<file path="src/rtl/vout_pkg.sv">
// vout_pkg: state encoding, burst/FIFO defaults and length helper shared by the vout memory-side schedulers.
package vout_pkg;
    localparam int MAX_BURST_DEF  = 32;
    localparam int FIFO_DEPTH_DEF = 512;

    typedef enum logic [3:0] {
        IDLE, PREP, LINE_START, WAIT_SPACE, REQ, BURST_END, LINE_END, DRAIN, DONE
    } state_e;

    function automatic int unsigned min_len(input int unsigned remain, input int unsigned max_burst);
        return (remain < max_burst) ? remain : max_burst;
    endfunction
endpackage

</file>
<file path="src/rtl/vout_frame_read_sched_if.sv">
// vout_frame_read_sched_if: burst-read handshake between the frame read scheduler and the DDR arbiter.
interface vout_frame_read_sched_if #(
    parameter int ADDR_BITS = 24,
    parameter int LEN_BITS  = 10
);
    logic                 rd_burst_req;
    logic [LEN_BITS-1:0]  rd_burst_len;
    logic [ADDR_BITS-1:0] rd_burst_addr;
    logic                 rd_burst_data_valid;
    logic                 burst_finish;

    modport master (
        output rd_burst_req, rd_burst_len, rd_burst_addr,
        input  rd_burst_data_valid, burst_finish
    );
    modport slave (
        input  rd_burst_req, rd_burst_len, rd_burst_addr,
        output rd_burst_data_valid, burst_finish
    );
endinterface

</file>
<file path="src/rtl/vout_line_addr_gen.sv">
// vout_line_addr_gen: frame-buffer base and per-line start address, top-down or bottom-up.
module vout_line_addr_gen #(
    parameter int ADDR_BITS = 24,
    parameter int DIM_BITS  = 12,
    parameter int BUF_BITS  = 2,
    parameter int BUF_SHIFT = 21
) (
    input  logic                 mem_clk,
    input  logic                 rst,
    input  logic                 load,
    input  logic                 step,
    input  logic [BUF_BITS-1:0]  buf_sel,
    input  logic [DIM_BITS-1:0]  height,
    input  logic [ADDR_BITS-1:0] stride,
    input  logic                 vflip,
    output logic [ADDR_BITS-1:0] line_addr
);
    logic [ADDR_BITS-1:0] base, last_off, line_addr_d, line_addr_q;

    assign base     = ADDR_BITS'({buf_sel, {BUF_SHIFT{1'b0}}});
    // offset of the bottom line; the product is only ever consumed through the register
    assign last_off = (ADDR_BITS'(height) - ADDR_BITS'(1)) * stride;

    always_comb begin
        line_addr_d = line_addr_q;
        if (load)
            line_addr_d = base + (vflip ? last_off : '0);
        else if (step)
            line_addr_d = vflip ? line_addr_q - stride : line_addr_q + stride;
    end

    always_ff @(posedge mem_clk or posedge rst)
        if (rst) line_addr_q <= '0;
        else     line_addr_q <= line_addr_d;

    assign line_addr = line_addr_q;
endmodule

</file>
<file path="src/rtl/vout_frame_read_sched.sv">
// vout_frame_read_sched: fetches one frame from a selectable DDR frame buffer, line by line, as bursts
// into the external line FIFO, with vertical flip and safe restart on a mid-burst frame start.
module vout_frame_read_sched
    import vout_pkg::*;
#(
    parameter int MEM_DATA_BITS = 64,
    parameter int ADDR_BITS     = 24,
    parameter int MAX_BURST     = MAX_BURST_DEF,
    parameter int LEN_BITS      = 10,
    parameter int FIFO_DEPTH    = FIFO_DEPTH_DEF,
    parameter int CNT_BITS      = 12,
    parameter int DIM_BITS      = 12,
    parameter int BUF_BITS      = 2,
    parameter int BUF_SHIFT     = 21
) (
    input  logic                 mem_clk,
    input  logic                 rst,
    input  logic                 frame_start,
    input  logic [DIM_BITS-1:0]  cfg_width,
    input  logic [DIM_BITS-1:0]  cfg_height,
    input  logic [ADDR_BITS-1:0] cfg_stride,
    input  logic [BUF_BITS-1:0]  cfg_buf_sel,
    input  logic                 cfg_vflip,
    input  logic [CNT_BITS-1:0]  fifo_wrusedw,
    output logic                 fifo_aclr,
    vout_frame_read_sched_if.master rd,
    output logic                 busy,
    output logic                 frame_done,
    output logic [DIM_BITS-1:0]  line_cnt
);
    localparam logic [CNT_BITS-1:0] SPACE_THR = CNT_BITS'(FIFO_DEPTH - MAX_BURST);

    if (MAX_BURST > (2 ** LEN_BITS) - 1 || MEM_DATA_BITS % 8 != 0) begin : g_bad_cfg
        $error("vout_frame_read_sched: MAX_BURST exceeds rd_burst_len range or bad beat width");
    end

    state_e               state_d, state_q;
    logic [DIM_BITS-1:0]  width_d, width_q, height_d, height_q, remain_d, remain_q;
    logic [DIM_BITS-1:0]  line_cnt_d, line_cnt_q;
    logic [ADDR_BITS-1:0] stride_d, stride_q, addr_d, addr_q, line_addr;
    logic [BUF_BITS-1:0]  buf_sel_d, buf_sel_q;
    logic [LEN_BITS-1:0]  len_d, len_q;
    logic                 vflip_d, vflip_q, req_d, req_q, aclr_d, aclr_q, load, step;

    vout_line_addr_gen #(
        .ADDR_BITS(ADDR_BITS), .DIM_BITS(DIM_BITS), .BUF_BITS(BUF_BITS), .BUF_SHIFT(BUF_SHIFT)
    ) u_addr (
        .mem_clk(mem_clk), .rst(rst), .load(load), .step(step),
        .buf_sel(buf_sel_q), .height(height_q), .stride(stride_q), .vflip(vflip_q),
        .line_addr(line_addr)
    );

    always_comb begin
        width_d   = frame_start ? cfg_width   : width_q;
        height_d  = frame_start ? cfg_height  : height_q;
        stride_d  = frame_start ? cfg_stride  : stride_q;
        buf_sel_d = frame_start ? cfg_buf_sel : buf_sel_q;
        vflip_d   = frame_start ? cfg_vflip   : vflip_q;
    end

    always_comb begin
        state_d    = state_q;
        remain_d   = remain_q;
        addr_d     = addr_q;
        len_d      = len_q;
        req_d      = 1'b0;
        line_cnt_d = line_cnt_q;
        aclr_d     = 1'b0;
        load       = 1'b0;
        step       = 1'b0;
        unique case (state_q)
            IDLE: if (frame_start) state_d = PREP;
            PREP: begin
                load       = 1'b1;
                line_cnt_d = '0;
                state_d    = (width_q == '0 || height_q == '0) ? DONE : LINE_START;
            end
            LINE_START: begin
                remain_d = width_q;
                addr_d   = line_addr;
                state_d  = WAIT_SPACE;
            end
            WAIT_SPACE: if (fifo_wrusedw <= SPACE_THR) begin
                state_d = REQ;
                req_d   = 1'b1;
                len_d   = LEN_BITS'(min_len(32'(remain_q), MAX_BURST));
            end
            REQ: begin
                req_d = req_q && !(rd.rd_burst_data_valid || rd.burst_finish);
                if (rd.burst_finish) begin
                    addr_d   = addr_q + ADDR_BITS'(len_q);
                    remain_d = remain_q - DIM_BITS'(len_q);
                    state_d  = BURST_END;
                end
            end
            BURST_END: state_d = (remain_q == '0) ? LINE_END : WAIT_SPACE;
            LINE_END: begin
                line_cnt_d = line_cnt_q + DIM_BITS'(1);
                step       = 1'b1;
                state_d    = (line_cnt_d == height_q) ? DONE : LINE_START;
            end
            DRAIN: begin
                req_d  = req_q && !(rd.rd_burst_data_valid || rd.burst_finish);
                aclr_d = !rd.burst_finish;
                if (rd.burst_finish) state_d = PREP;
            end
            DONE:    state_d = IDLE;
            default: state_d = IDLE;
        endcase
        // a restart wins over everything; an outstanding burst must still be drained before refetching
        if (frame_start) begin
            state_d  = (state_q == REQ || state_q == DRAIN) ? DRAIN : PREP;
            req_d    = (state_d == DRAIN) ? req_d : 1'b0;
            addr_d   = addr_q;
            remain_d = remain_q;
            len_d    = len_q;
            step     = 1'b0;
            aclr_d   = 1'b1;
        end
    end

    always_ff @(posedge mem_clk or posedge rst)
        if (rst) begin
            state_q    <= IDLE;
            width_q    <= '0;
            height_q   <= '0;
            stride_q   <= '0;
            buf_sel_q  <= '0;
            vflip_q    <= 1'b0;
            remain_q   <= '0;
            addr_q     <= '0;
            len_q      <= '0;
            req_q      <= 1'b0;
            line_cnt_q <= '0;
            aclr_q     <= 1'b0;
        end else begin
            state_q    <= state_d;
            width_q    <= width_d;
            height_q   <= height_d;
            stride_q   <= stride_d;
            buf_sel_q  <= buf_sel_d;
            vflip_q    <= vflip_d;
            remain_q   <= remain_d;
            addr_q     <= addr_d;
            len_q      <= len_d;
            req_q      <= req_d;
            line_cnt_q <= line_cnt_d;
            aclr_q     <= aclr_d;
        end

    assign rd.rd_burst_req  = req_q;
    assign rd.rd_burst_len  = len_q;
    assign rd.rd_burst_addr = addr_q;
    assign fifo_aclr        = aclr_q;
    assign busy             = state_q != IDLE;
    assign frame_done       = state_q == DONE;
    assign line_cnt         = line_cnt_q;
endmodule

</file>
<file path="src/flat_wrapper.sv">
// flat-port wrapper written by rule: the top's interface ports become plain ports
module vout_frame_read_sched_flat import vout_pkg::*;
#(
    parameter int MEM_DATA_BITS = 64,
    parameter int ADDR_BITS     = 24,
    parameter int MAX_BURST     = MAX_BURST_DEF,
    parameter int LEN_BITS      = 10,
    parameter int FIFO_DEPTH    = FIFO_DEPTH_DEF,
    parameter int CNT_BITS      = 12,
    parameter int DIM_BITS      = 12,
    parameter int BUF_BITS      = 2,
    parameter int BUF_SHIFT     = 21
)
  (mem_clk, rst, frame_start, cfg_width, cfg_height, cfg_stride, cfg_buf_sel, cfg_vflip, fifo_wrusedw, fifo_aclr, busy, frame_done, line_cnt, rd_rd_burst_req, rd_rd_burst_len, rd_rd_burst_addr, rd_rd_burst_data_valid, rd_burst_finish);
  vout_frame_read_sched_if #(.ADDR_BITS(ADDR_BITS), .LEN_BITS(LEN_BITS)) rd_i ();
  input  logic mem_clk;
  input  logic rst;
  input  logic frame_start;
  input  logic [DIM_BITS-1:0] cfg_width;
  input  logic [DIM_BITS-1:0] cfg_height;
  input  logic [ADDR_BITS-1:0] cfg_stride;
  input  logic [BUF_BITS-1:0] cfg_buf_sel;
  input  logic cfg_vflip;
  input  logic [CNT_BITS-1:0] fifo_wrusedw;
  output logic fifo_aclr;
  output logic busy;
  output logic frame_done;
  output logic [DIM_BITS-1:0] line_cnt;
  output wire logic [$bits(rd_i.rd_burst_req)-1:0] rd_rd_burst_req;
  output wire logic [$bits(rd_i.rd_burst_len)-1:0] rd_rd_burst_len;
  output wire logic [$bits(rd_i.rd_burst_addr)-1:0] rd_rd_burst_addr;
  input wire logic [$bits(rd_i.rd_burst_data_valid)-1:0] rd_rd_burst_data_valid;
  input wire logic [$bits(rd_i.burst_finish)-1:0] rd_burst_finish;
  assign rd_rd_burst_req = rd_i.rd_burst_req;
  assign rd_rd_burst_len = rd_i.rd_burst_len;
  assign rd_rd_burst_addr = rd_i.rd_burst_addr;
  assign rd_i.rd_burst_data_valid = rd_rd_burst_data_valid;
  assign rd_i.burst_finish = rd_burst_finish;
  vout_frame_read_sched #(.MEM_DATA_BITS(MEM_DATA_BITS), .ADDR_BITS(ADDR_BITS), .MAX_BURST(MAX_BURST), .LEN_BITS(LEN_BITS), .FIFO_DEPTH(FIFO_DEPTH), .CNT_BITS(CNT_BITS), .DIM_BITS(DIM_BITS), .BUF_BITS(BUF_BITS), .BUF_SHIFT(BUF_SHIFT)) u_core (.mem_clk(mem_clk), .rst(rst), .frame_start(frame_start), .cfg_width(cfg_width), .cfg_height(cfg_height), .cfg_stride(cfg_stride), .cfg_buf_sel(cfg_buf_sel), .cfg_vflip(cfg_vflip), .fifo_wrusedw(fifo_wrusedw), .fifo_aclr(fifo_aclr), .rd(rd_i), .busy(busy), .frame_done(frame_done), .line_cnt(line_cnt));
endmodule
</file>
<file path="config.mk">
export PLATFORM = sky130hd
export DESIGN_NAME = vout_frame_read_sched_flat
export DESIGN_NICKNAME = d
export VERILOG_FILES = /design/src/rtl/vout_pkg.sv /design/src/rtl/vout_frame_read_sched_if.sv /design/src/rtl/vout_line_addr_gen.sv /design/src/rtl/vout_frame_read_sched.sv /design/src/flat_wrapper.sv
export SDC_FILE = /design/constraint.sdc
export NUM_CORES = 1
export LEC_CHECK = 0
export CAP_MARGIN = 20
export CORE_MARGIN = 2
export CORE_UTILIZATION = 45
export CTS_CLUSTER_SIZE = 10
export DETAILED_ROUTE_END_ITERATION = 10
export PLACE_DENSITY_LB_ADDON = 0.25
export SYNTH_ARGS = -nofsm -noshare
export SYNTH_HDL_FRONTEND = slang
export SYNTH_SLANG_ARGS = --single-unit
</file>
<file path="constraint.sdc">
create_clock -name mem_clk -period 16 [get_ports mem_clk]
set_input_delay 3.2 -clock mem_clk [delete_from_list [all_inputs] [get_ports mem_clk]]
set_output_delay 3.2 -clock mem_clk [all_outputs]
set_load 0.01 [all_outputs]
</file>
==> flow_summary.yaml <==
status:
  status: "finished clean"
synth:
  synth_cell_type_count: 71
  yosysTopAreaCell: "fa_1"
  synth_edf_count: 0
  syn_area_um2: 17200
  synth_ff_type: "dfrtp_1"
  yosysSeqAreaShare: 0.203
  syn_inst: 1955
  synthesis.nets: 2352
  async_flop_share: 1.00
  ys_seq_elements: 139
  yosysWarnings: 0
  synth.top_cell.area_share: 0.231
  ys_top_cells_by_area: "fa_1, dfrtp_1, ha_1"
  avgSynthCellArea_um2: 8.77
drt:
  final_antenna_net_count: 0
  post-route-drc-count: 0
  routedWlPerCell_um: 18.2
  vias: 13700
  detail_route.iter0.violations: 821
  vias_per_cell: 5.38
  wirelength_mm: 46.5
  drt_pass1_iterations: 5
global_route:
  grt_start_max_net_pins: 93
  grt_util_met3: 0.0567
  met2_usage: 0.389
  grt_pass1_vias: 14100
  grtUsageTotal: 0.250
  grt_pass1_wl_mm: 76.3
  grtUsageMet1: 0.343
  grt-busiest-layer: "met2"
  antenna_found_initial: 0
  overflow: 0
floorplan:
  io_pins: 118
  coreArea_um2: 37600
  die_area_um2: 39700
  rows: 71
  start_util: 0.456
  die_w_um: 199
  fp.dieH_um: 199
finish:
  layout_commonest_cell: "inv_1"
  layout-drive-gt1-share: 0.0589
  layout_common_cells: "inv_1, fa_1, nand2_1"
  layout.nets: 2422
  stdcell_area_um2: 19400
  final_cells: 2549
  area_delta_synth_final_pct: 13.3
  fillers: 3526
  n_antenna_cell: 0
worst_setup_path:
  end_kind: "register"
  r2r_cells: 32
  crit_type: "register to register"
  cp.required_ns: 16.36
  cp_common_cell: "fa_1"
  crit_fanout: 16
  cp_slowest_stage_delay_ns: 0.69
  r2r_slack_ns: 6.77
  endpoint: "u_core.u_addr.line_addr[23]$_DFFE_PP0P_"
  timing.critical_path.from_type: "register"
  critPathSlowestCell: "xor2_2"
  rr_endpoint: "u_core.u_addr.line_addr[23]$_DFFE_PP0P_"
  crit-reg2reg-launch: "u_core.height_q[0]$_DFFE_PP0P_"
  cp.arrival_ns: 9.59
  crit_path_start: "u_core.height_q[0]$_DFFE_PP0P_"
placement:
  gp_congestion: 0.910
  port_buffers: 117
  pre_cts_slack_ns: 6.94
  place_hpwl_mm: 36.5
  place_area_um2: 18800
  placedCellCount: 2515
clocking:
  cts-root-buf: "clkbuf_16"
  cts_hold_buf: 0
  cts_tree: "built"
  clock_sink_count: 139
  cts_max_level: 4
  post_cts_buffers: 0
  cts.repair.resized: 0
  clock_insertion_delay_worst_skew_ns: 0.45
  cts_buffers: 17
  clkTransAtPathRegs_ns: 0.06
  clockBufferDepth: 2
sta:
  drv_slew: 0
  post-route-period-util: 0.577
  rsz0062_at_grt: "no"
  skew_ns: 0.0119
  worst_pin_slew_ns: 0.926
  fmax_ghz: 0.108
  post-route-min-period_ns: 9.23
  hold_viol: 0
  setup_viol: 0
  tns_ns: 0
  finalWorstSetupSlack_ns: 6.77
  slew_headroom: 0.381
job:
  cap_viol_max_count: 0
hold_path:
  hold_class: "register to register"
  worstHoldStart: "u_core.remain_q[0]$_DFFE_PP0P_"
[worst min-delay path by stage]
| stage | cells after the start | slack, ns | endpoint |
|---|---|---|---|
| finish | 2 | 0.52 | u_core.rd.rd_burst_len[0]$_DFFE_PP0P_ |
| detailed placement | 2 | 0.51 | u_core.rd.rd_burst_len[0]$_DFFE_PP0P_ |
| global placement | 2 | 0.49 | u_core.rd.rd_burst_len[0]$_DFFE_PP0P_ |
| floorplan | 2 | 0.47 | u_core.remain_q[8]$_DFFE_PP0P_ |
| CTS | 2 | 0.51 | u_core.rd.rd_burst_len[0]$_DFFE_PP0P_ |
| global route | 2 | 0.53 | u_core.rd.rd_burst_len[0]$_DFFE_PP0P_ |
[critical path: cells and delay by family (launching register included)]
kind            cells  cell delay [ns]
compound gates      5             1.18
simple gates        5             1.01
buf+inv             8             0.76
flops               1             0.59
fa+ha+maj          11             4.62
xor+xnor            3             0.96
[synthesized netlist by cell type, drive strengths merged, types with 22 or more instances]
master	number
mux2	42
nor2	112
ha	131
nand2b	22
a21oi	106
nand2	183
o21ai	92
fa	198
xnor2	89
nor3	28
nand3	34
clkbuf	82
inv	326
dfrtp	139
nor2b	44
xor2	44
and2	77
[through the flow]
stage               utilization  hold slack, ns
global route              0.517           0.533
detailed placement        0.500           0.508
finish                    0.517           0.516
floorplan                     -           0.468
CTS                       0.517           0.513
global placement          0.500           0.486
[flip-flops by register name, indices dropped and copies added, names as in the netlist, 2 cells and up]
name and cells:
u_core.buf_sel_q 2, u_core.remain_q 12, u_core.rd.rd_burst_len 10, u_core.line_cnt 12, u_core.height_q 12, u_core.u_addr.line_addr 24
u_core.stride_q 24, u_core.width_q 12, u_core.state_q 4, u_core.rd.rd_burst_addr 24
[per-layer routing]
layer  share of wire  vias up  wire length [µm]
met1            0.45     6819             21100
li1                -     6414                 -
met4           0.027        0              1270
met2            0.45      389             21100
met5               0        -                 0
met3           0.065       87              3040
[cells by family (layout without fill, tap and decap cells)]
logic type | count (synthesis) | after routing | synth area share
AO/OA/AOI/OAI | 316 | 316 | 0.110
XOR/XNOR | 135 | 135 | 0.0719
adder cells (fa/ha/maj) | 329 | 329 | 0.327
buffers and inverters | 420 | 503 | 0.0927
flip-flops | 139 | 139 | 0.203
multiplexers | 48 | 48 | 0.0311
AND/OR/NAND/NOR | 568 | 568 | 0.165
[area by class of cell]
type	count	area [µm²]	share of cell area
Clock inverter	12	161	0.00831
Timing Repair Buffer	143	1360	0.0699
Tap cell	511	639	0.0329
Sequential cell	139	3480	0.179
Inverter	328	1240	0.0636
Clock buffer	20	457	0.0235
Multi-Input combinational cell	1396	12100	0.623
Power is not shown: default switching activity piles up to over one toggle a cycle in this logic, so the estimate is an artifact.
